$ cat config.mk
export PLATFORM = sky130hd
export DESIGN_NAME = mod_addsub_pipe
export DESIGN_NICKNAME = d
export VERILOG_FILES = /design/src/rtl/mod_arith_pkg.sv /design/src/rtl/mod_addsub_stage.sv /design/src/rtl/mod_addsub_pipe.sv
export SDC_FILE = /design/constraint.sdc
export NUM_CORES = 1
export LEC_CHECK = 0
export CORE_ASPECT_RATIO = 1.25
export CORE_MARGIN = 10
export CORE_UTILIZATION = 60
export DETAILED_ROUTE_END_ITERATION = 8
export PLACE_DENSITY = 0.82
export REMOVE_ABC_BUFFERS = 1
export SYNTH_ARGS = -nofsm -noshare
export SYNTH_HDL_FRONTEND = slang
export SYNTH_HIERARCHICAL = 1
export SYNTH_SLANG_ARGS = --single-unit
$ cat constraint.sdc
create_clock -name aclk -period 3.9 [get_ports aclk]
set_input_delay 0.78 -clock aclk [delete_from_list [all_inputs] [get_ports aclk]]
set_output_delay 0.78 -clock aclk [all_outputs]
set_load 0.01 [all_outputs]
$ cat src/rtl/mod_arith_pkg.sv
// mod_arith_pkg: shared opcode enum and limb-width helper for modular add/sub pipelines
package mod_arith_pkg;
  typedef enum logic {OP_ADD = 1'b0, OP_SUB = 1'b1} op_e;
  function automatic int limb_w(input int bits, input int level);
    return (bits + level - 1) / level;
  endfunction
endpackage

$ cat src/rtl/mod_addsub_stage.sv
// mod_addsub_stage: one limb of the modular add/sub pipe, plain and P-corrected candidates
// Ports: aclk/areset clock and async reset; en_i loads the stage; vld/op/a/b travel with the beat;
// pl/co are the plain and corrected partial results, cp/cc their carry/borrow into the next limb.
module mod_addsub_stage
  import mod_arith_pkg::*;
#(
  parameter int P    = 100,
  parameter int W    = 7,
  parameter int LIMB = 7,
  parameter int G    = 0
) (
  input  logic         aclk,
  input  logic         areset,
  input  logic         en_i,
  input  logic         vld_i,
  input  op_e          op_i,
  input  logic [W-1:0] a_i,
  input  logic [W-1:0] b_i,
  input  logic [W-1:0] pl_i,
  input  logic [W-1:0] co_i,
  input  logic         cp_i,
  input  logic         cc_i,
  output logic         vld_o,
  output op_e          op_o,
  output logic [W-1:0] a_o,
  output logic [W-1:0] b_o,
  output logic [W-1:0] pl_o,
  output logic [W-1:0] co_o,
  output logic         cp_o,
  output logic         cc_o
);
  localparam logic [W-1:0] PV = W'(P);
  logic [LIMB-1:0] al, bl, ql;
  logic [LIMB:0] raw, cor;
  logic [W-1:0] pl_d, co_d;
  logic vld_q, cp_q, cc_q;
  op_e op_q;
  logic [W-1:0] a_q, b_q, pl_q, co_q;
  // The corrected chain works on the plain limb, so across all limbs it forms
  // exactly (a op b) -/+ P over the padded width.
  always_comb begin
    al = a_i[G*LIMB +: LIMB];
    bl = b_i[G*LIMB +: LIMB];
    ql = PV[G*LIMB +: LIMB];
    raw = op_i == OP_SUB ? {1'b0, al} - {1'b0, bl} - {{LIMB{1'b0}}, cp_i}
                         : {1'b0, al} + {1'b0, bl} + {{LIMB{1'b0}}, cp_i};
    cor = op_i == OP_SUB ? {1'b0, raw[LIMB-1:0]} + {1'b0, ql} + {{LIMB{1'b0}}, cc_i}
                         : {1'b0, raw[LIMB-1:0]} - {1'b0, ql} - {{LIMB{1'b0}}, cc_i};
    pl_d = pl_i;
    pl_d[G*LIMB +: LIMB] = raw[LIMB-1:0];
    co_d = co_i;
    co_d[G*LIMB +: LIMB] = cor[LIMB-1:0];
  end
  always_ff @(posedge aclk or posedge areset)
    if (areset) begin
      vld_q <= 1'b0;
      op_q  <= OP_ADD;
      a_q   <= '0;
      b_q   <= '0;
      pl_q  <= '0;
      co_q  <= '0;
      cp_q  <= 1'b0;
      cc_q  <= 1'b0;
    end else if (en_i) begin
      vld_q <= vld_i;
      op_q  <= op_i;
      a_q   <= a_i;
      b_q   <= b_i;
      pl_q  <= pl_d;
      co_q  <= co_d;
      cp_q  <= raw[LIMB];
      cc_q  <= cor[LIMB];
    end
  assign vld_o = vld_q;
  assign op_o  = op_q;
  assign a_o   = a_q;
  assign b_o   = b_q;
  assign pl_o  = pl_q;
  assign co_o  = co_q;
  assign cp_o  = cp_q;
  assign cc_o  = cc_q;
endmodule

$ cat src/rtl/mod_addsub_pipe.sv
// mod_addsub_pipe: LEVEL-stage pipelined (a op b) mod P with valid/ready handshake
// Ports: aclk, areset (async, active-high); s_tvalid/s_tready/s_tdata_a/s_tdata_b/s_op input beat;
// m_tvalid/m_tready/m_tdata result beat. s_tctl/m_tctl sideband exists only with MOD_ADDSUB_CTL_EN.
module mod_addsub_pipe
  import mod_arith_pkg::*;
#(
  parameter int P        = 100,
  parameter int BITS     = $clog2(P),
  parameter int LEVEL    = 1,
  parameter int CTL_BITS = 8
) (
  input  logic                aclk,
  input  logic                areset,
  input  logic                s_tvalid,
  input  logic [BITS-1:0]     s_tdata_a,
  input  logic [BITS-1:0]     s_tdata_b,
  input  logic                s_op,
`ifdef MOD_ADDSUB_CTL_EN
  input  logic [CTL_BITS-1:0] s_tctl,
  output logic [CTL_BITS-1:0] m_tctl,
`endif
  output logic                s_tready,
  output logic                m_tvalid,
  output logic [BITS-1:0]     m_tdata,
  input  logic                m_tready
);
  localparam int LIMB = limb_w(BITS, LEVEL);
  localparam int W    = LIMB * LEVEL;
  logic [LEVEL:0] vld, cp_s, cc_s;
  logic [LEVEL-1:0] adv;
  op_e op_s [LEVEL+1];
  logic [W-1:0] a_s [LEVEL+1];
  logic [W-1:0] b_s [LEVEL+1];
  logic [W-1:0] pl_s [LEVEL+1];
  logic [W-1:0] co_s [LEVEL+1];
  logic sel, unused_ok;
  assign vld[0]  = s_tvalid;
  assign op_s[0] = op_e'(s_op);
  assign a_s[0]  = W'(s_tdata_a);
  assign b_s[0]  = W'(s_tdata_b);
  assign pl_s[0] = '0;
  assign co_s[0] = '0;
  assign cp_s[0] = 1'b0;
  assign cc_s[0] = 1'b0;
  for (genvar g = 0; g < LEVEL; g++) begin : g_stage
    // Stage g may load when some later stage is empty or the output is taken.
    assign adv[g] = m_tready || !(&vld[LEVEL:g+1]);
    mod_addsub_stage #(.P(P), .W(W), .LIMB(LIMB), .G(g)) u_stage (
      .aclk  (aclk),
      .areset(areset),
      .en_i  (adv[g]),
      .vld_i (vld[g]),
      .op_i  (op_s[g]),
      .a_i   (a_s[g]),
      .b_i   (b_s[g]),
      .pl_i  (pl_s[g]),
      .co_i  (co_s[g]),
      .cp_i  (cp_s[g]),
      .cc_i  (cc_s[g]),
      .vld_o (vld[g+1]),
      .op_o  (op_s[g+1]),
      .a_o   (a_s[g+1]),
      .b_o   (b_s[g+1]),
      .pl_o  (pl_s[g+1]),
      .co_o  (co_s[g+1]),
      .cp_o  (cp_s[g+1]),
      .cc_o  (cc_s[g+1])
    );
  end
  // Add: corrected when the sum carried out or subtracting P did not borrow.
  // Sub: corrected when a-b borrowed.
  assign sel       = op_s[LEVEL] == OP_SUB ? cp_s[LEVEL] : cp_s[LEVEL] | ~cc_s[LEVEL];
  assign s_tready  = adv[0];
  assign m_tvalid  = vld[LEVEL];
  assign m_tdata   = sel ? co_s[LEVEL][BITS-1:0] : pl_s[LEVEL][BITS-1:0];
  assign unused_ok = ^{a_s[LEVEL], b_s[LEVEL], pl_s[LEVEL], co_s[LEVEL]};
`ifdef MOD_ADDSUB_CTL_EN
  logic [CTL_BITS-1:0] ctl_q [LEVEL];
  always_ff @(posedge aclk or posedge areset)
    if (areset) for (int i = 0; i < LEVEL; i++) ctl_q[i] <= '0;
    else begin
      if (adv[0]) ctl_q[0] <= s_tctl;
      for (int i = 1; i < LEVEL; i++) if (adv[i]) ctl_q[i] <= ctl_q[i-1];
    end
  assign m_tctl = ctl_q[LEVEL-1];
`endif
endmodule

==> impl_metrics.env <==
export IMPL_setup_tns_ns=0
export IMPL_gr_usage_all_layers_pct=15.42
export IMPL_power_density_nw_per_um2=369.9
export IMPL_drtPass1Iterations=4
export IMPL_antenna_found_initial=0
export IMPL_worstMarginPinSlew_ns=0.6788
export IMPL_drt_total_wl_mm=4.856
export IMPL_finalMaxSlewViolations=0
export IMPL_drt_vias_per_instance=5.842
export IMPL_drc_errors=0
export IMPL_diodes=0
export IMPL_synth_warnings=6
export IMPL_ios=28
export IMPL_start_util_pct=61.60
export IMPL_nFillCells=288
export IMPL_syn_to_final_growth_pct=20.64
export IMPL_chipHeight_um=86.86
export IMPL_grt_pass1_wl_mm=8.314
export IMPL_die_w_um=73.49
export IMPL_cpMaxStageDelayCell="clkdlybuf4s50_1"
export IMPL_status="completed"
export IMPL_placementRows=24
export IMPL_cp_end_kind="flip-flop"
export IMPL_drv_cap=0
export IMPL_whs_ns=0.5062
export IMPL_dp_hpwl_mm=4.021
export IMPL_clockBufferDepth=2
export IMPL_path_class="input pin to flip-flop"
export IMPL_multi_input_area_sq_um=1509
export IMPL_finalSetupViolations=0
export IMPL_syn_avg_cell_area_sq_um=9.170
export IMPL_ir_drop_uv=382.1
export IMPL_die_area_sq_um=6383
export IMPL_register_area_sq_um=450.4
export IMPL_core_region_area_sq_um=3483
export IMPL_vias=1846
export IMPL_numCtsBuffers=3
export IMPL_drtIter0Drc=138
export IMPL_layout_min_cycle_time_ns=3.669
export IMPL_final_nets=326
export IMPL_drive_gt1_share_pct=19.49
export IMPL_cts_htree_levels=1
export IMPL_cts_sinks=18
export IMPL_cts_clk_slew_worst_paths_ns=0.06
export IMPL_crit_path_max_fanout=2
export IMPL_netlist_area_sq_um=2146
export IMPL_slew_headroom_pct=54.69
export IMPL_grt_overflow_total=0
export IMPL_finalCritPeriodShare_pct=94.09
export IMPL_slowest_delay_ns=0.50
export IMPL_hold_class="flip-flop to flip-flop"
export IMPL_syn_inst=234
export IMPL_cp_common_cell="inv_1"
export IMPL_crit_buf_inv=5
export IMPL_clockRootBuffer="clkbuf_8"
export IMPL_fin_skew_ns=0.001520
export IMPL_cpLargestDelayFamily="adder cells"
export IMPL_clk_insertion_delay_late_ns=0.24
export IMPL_crit_path_cell_trace="clkdlybuf4s50_1 > inv_1 > fa_1 > inv_1 > fa_1 > mux2i_1 > inv_1 > ha_1 > fa_1 > inv_1 > nand4_1 > a211o_1 > a31oi_1"
export IMPL_grt_max_degree=29
export IMPL_grt_setup_unrepaired="no"
export IMPL_grt_pass1_vias=1899
export IMPL_wl_per_cell_um=15.37
export IMPL_crit_arrival_ns=3.82
export IMPL_gp_congestion=0.8980
export IMPL_required_ns=4.05
export IMPL_ant_nets=0
export IMPL_setup_worst_path_start_class="input pin"
export IMPL_port_buffers=27
export IMPL_power_static_leakage_nw=1.195
export IMPL_cts_tree="built"
export IMPL_hold_viol_final=0
export IMPL_timing_fmax_ghz=0.2725
[stage by stage]
step | power (mW) | instance area, sq um | std cells | utilization, % | setup WS [ns]
after detailed placement | 0.8387 | 2547 | 313 | 73.13 | -0.03200
after global routing | 1.029 | 2589 | 316 | 74.32 | 0.03447
after global placement | 0.8118 | 2547 | 313 | 73.13 | -0.008381
after CTS | 0.9620 | 2589 | 316 | 74.32 | 0.2227
after floorplan | 0.6213 | 2086 | 228 | - | 0.4918
final | 0.9576 | 2589 | 316 | 74.32 | 0.2306
[power breakdown]
part / switching [mW] / internal [mW]
Sequential: 0.0308 / 0.240
Clock: 0.0506 / 0.0682
Combinational: 0.263 / 0.305
[worst register-to-register path, stage by stage (launching register included)]
cell and delay (ns):
dfrtp_1 0.36, nand2b_1 0.08, buf_4 0.23, and2b_4 0.22, nand2_1 0.09, a2bb2oi_1 0.07
nor4_1 0.26, nand2_1 0.07
[state kept, by name, summed over array words and instances (netlist names)]
register / count
g_stage.u_stage/op_o: 1
g_stage.u_stage/cp_o: 1
g_stage.u_stage/vld_o: 1
g_stage.u_stage/pl_o: 7
g_stage.u_stage/co_o: 7
g_stage.u_stage/cc_o: 1
[final cells by class]
| type | count | area share [%] |
|---|---|---|
| Clock buffer | 3 | 1.595 |
| Sequential cell | 18 | 17.40 |
| Inverter | 30 | 4.882 |
| Timing Repair Buffer | 46 | 15.95 |
| Tap cell | 39 | 1.885 |
| Multi-Input combinational cell | 180 | 58.29 |
[per-layer routing]
metal | up-vias | share of wire [%] | track usage [%]
met2 | 37 | 55 | 29.27
li1 | 923 | - | -
met3 | 4 | 2.2 | 0.6849
met5 | - | 0 | 0
met1 | 882 | 41 | 17.41
met4 | 0 | 1.3 | 5.093
[timing repair]
action,in CTS,in global routing
endpoints found under the setup margin,0,1
resized for setup,0,1
endpoints found under the hold margin,0,0
setup buffers,0,0
hold buffers,0,0
[final timing paths]
kind / startpoint / end / slack, ns / cells after the start
setup / recovery: s_tdata_b[0] / g_stage[0].u_stage/co_o[5]$_DFFE_PP0P_ / 0.23 / 13
hold / removal: g_stage[0].u_stage/co_o[0]$_DFFE_PP0P_ / g_stage[0].u_stage/co_o[0]$_DFFE_PP0P_ / 0.51 / 1
setup reg to reg: g_stage[0].u_stage/vld_o$_DFFE_PP0P_ / g_stage[0].u_stage/co_o[6]$_DFFE_PP0P_ / 2.39 / 7
hold reg to reg: g_stage[0].u_stage/co_o[0]$_DFFE_PP0P_ / g_stage[0].u_stage/co_o[0]$_DFFE_PP0P_ / 0.51 / 1
max in group asynchronous: areset / g_stage[0].u_stage/co_o[5]$_DFFE_PP0P_ / 2.53 / 2
min in group asynchronous: areset / g_stage[0].u_stage/cp_o$_DFFE_PP0P_ / 0.94 / 2
[cells in the final DEF (no fill, tap or decap), types with 2 or more instances in the layout]
cell              n
nor4b_1           2
nor3_1            8
inv_1            29
clkbuf_8          3
o21ai_1           3
a311oi_1          2
mux2i_1           5
o211ai_1          2
xnor2_1           4
and2_1            2
mux2_2           15
nor4_1            4
nand2b_1          6
and3_1            3
nand2_1          11
nor2_1           12
a211o_1           3
o21ai_0           4
ha_1             23
or3_1             2
nor2b_1           3
a31oi_1           3
fa_1              5
conb_1            4
nand4_1           4
nand3_1           5
clkdlybuf4s50_1  27
mux2_4            2
dfrtp_1          18
buf_4            19
a21oi_1          10
(Power assumes the default switching activity.)
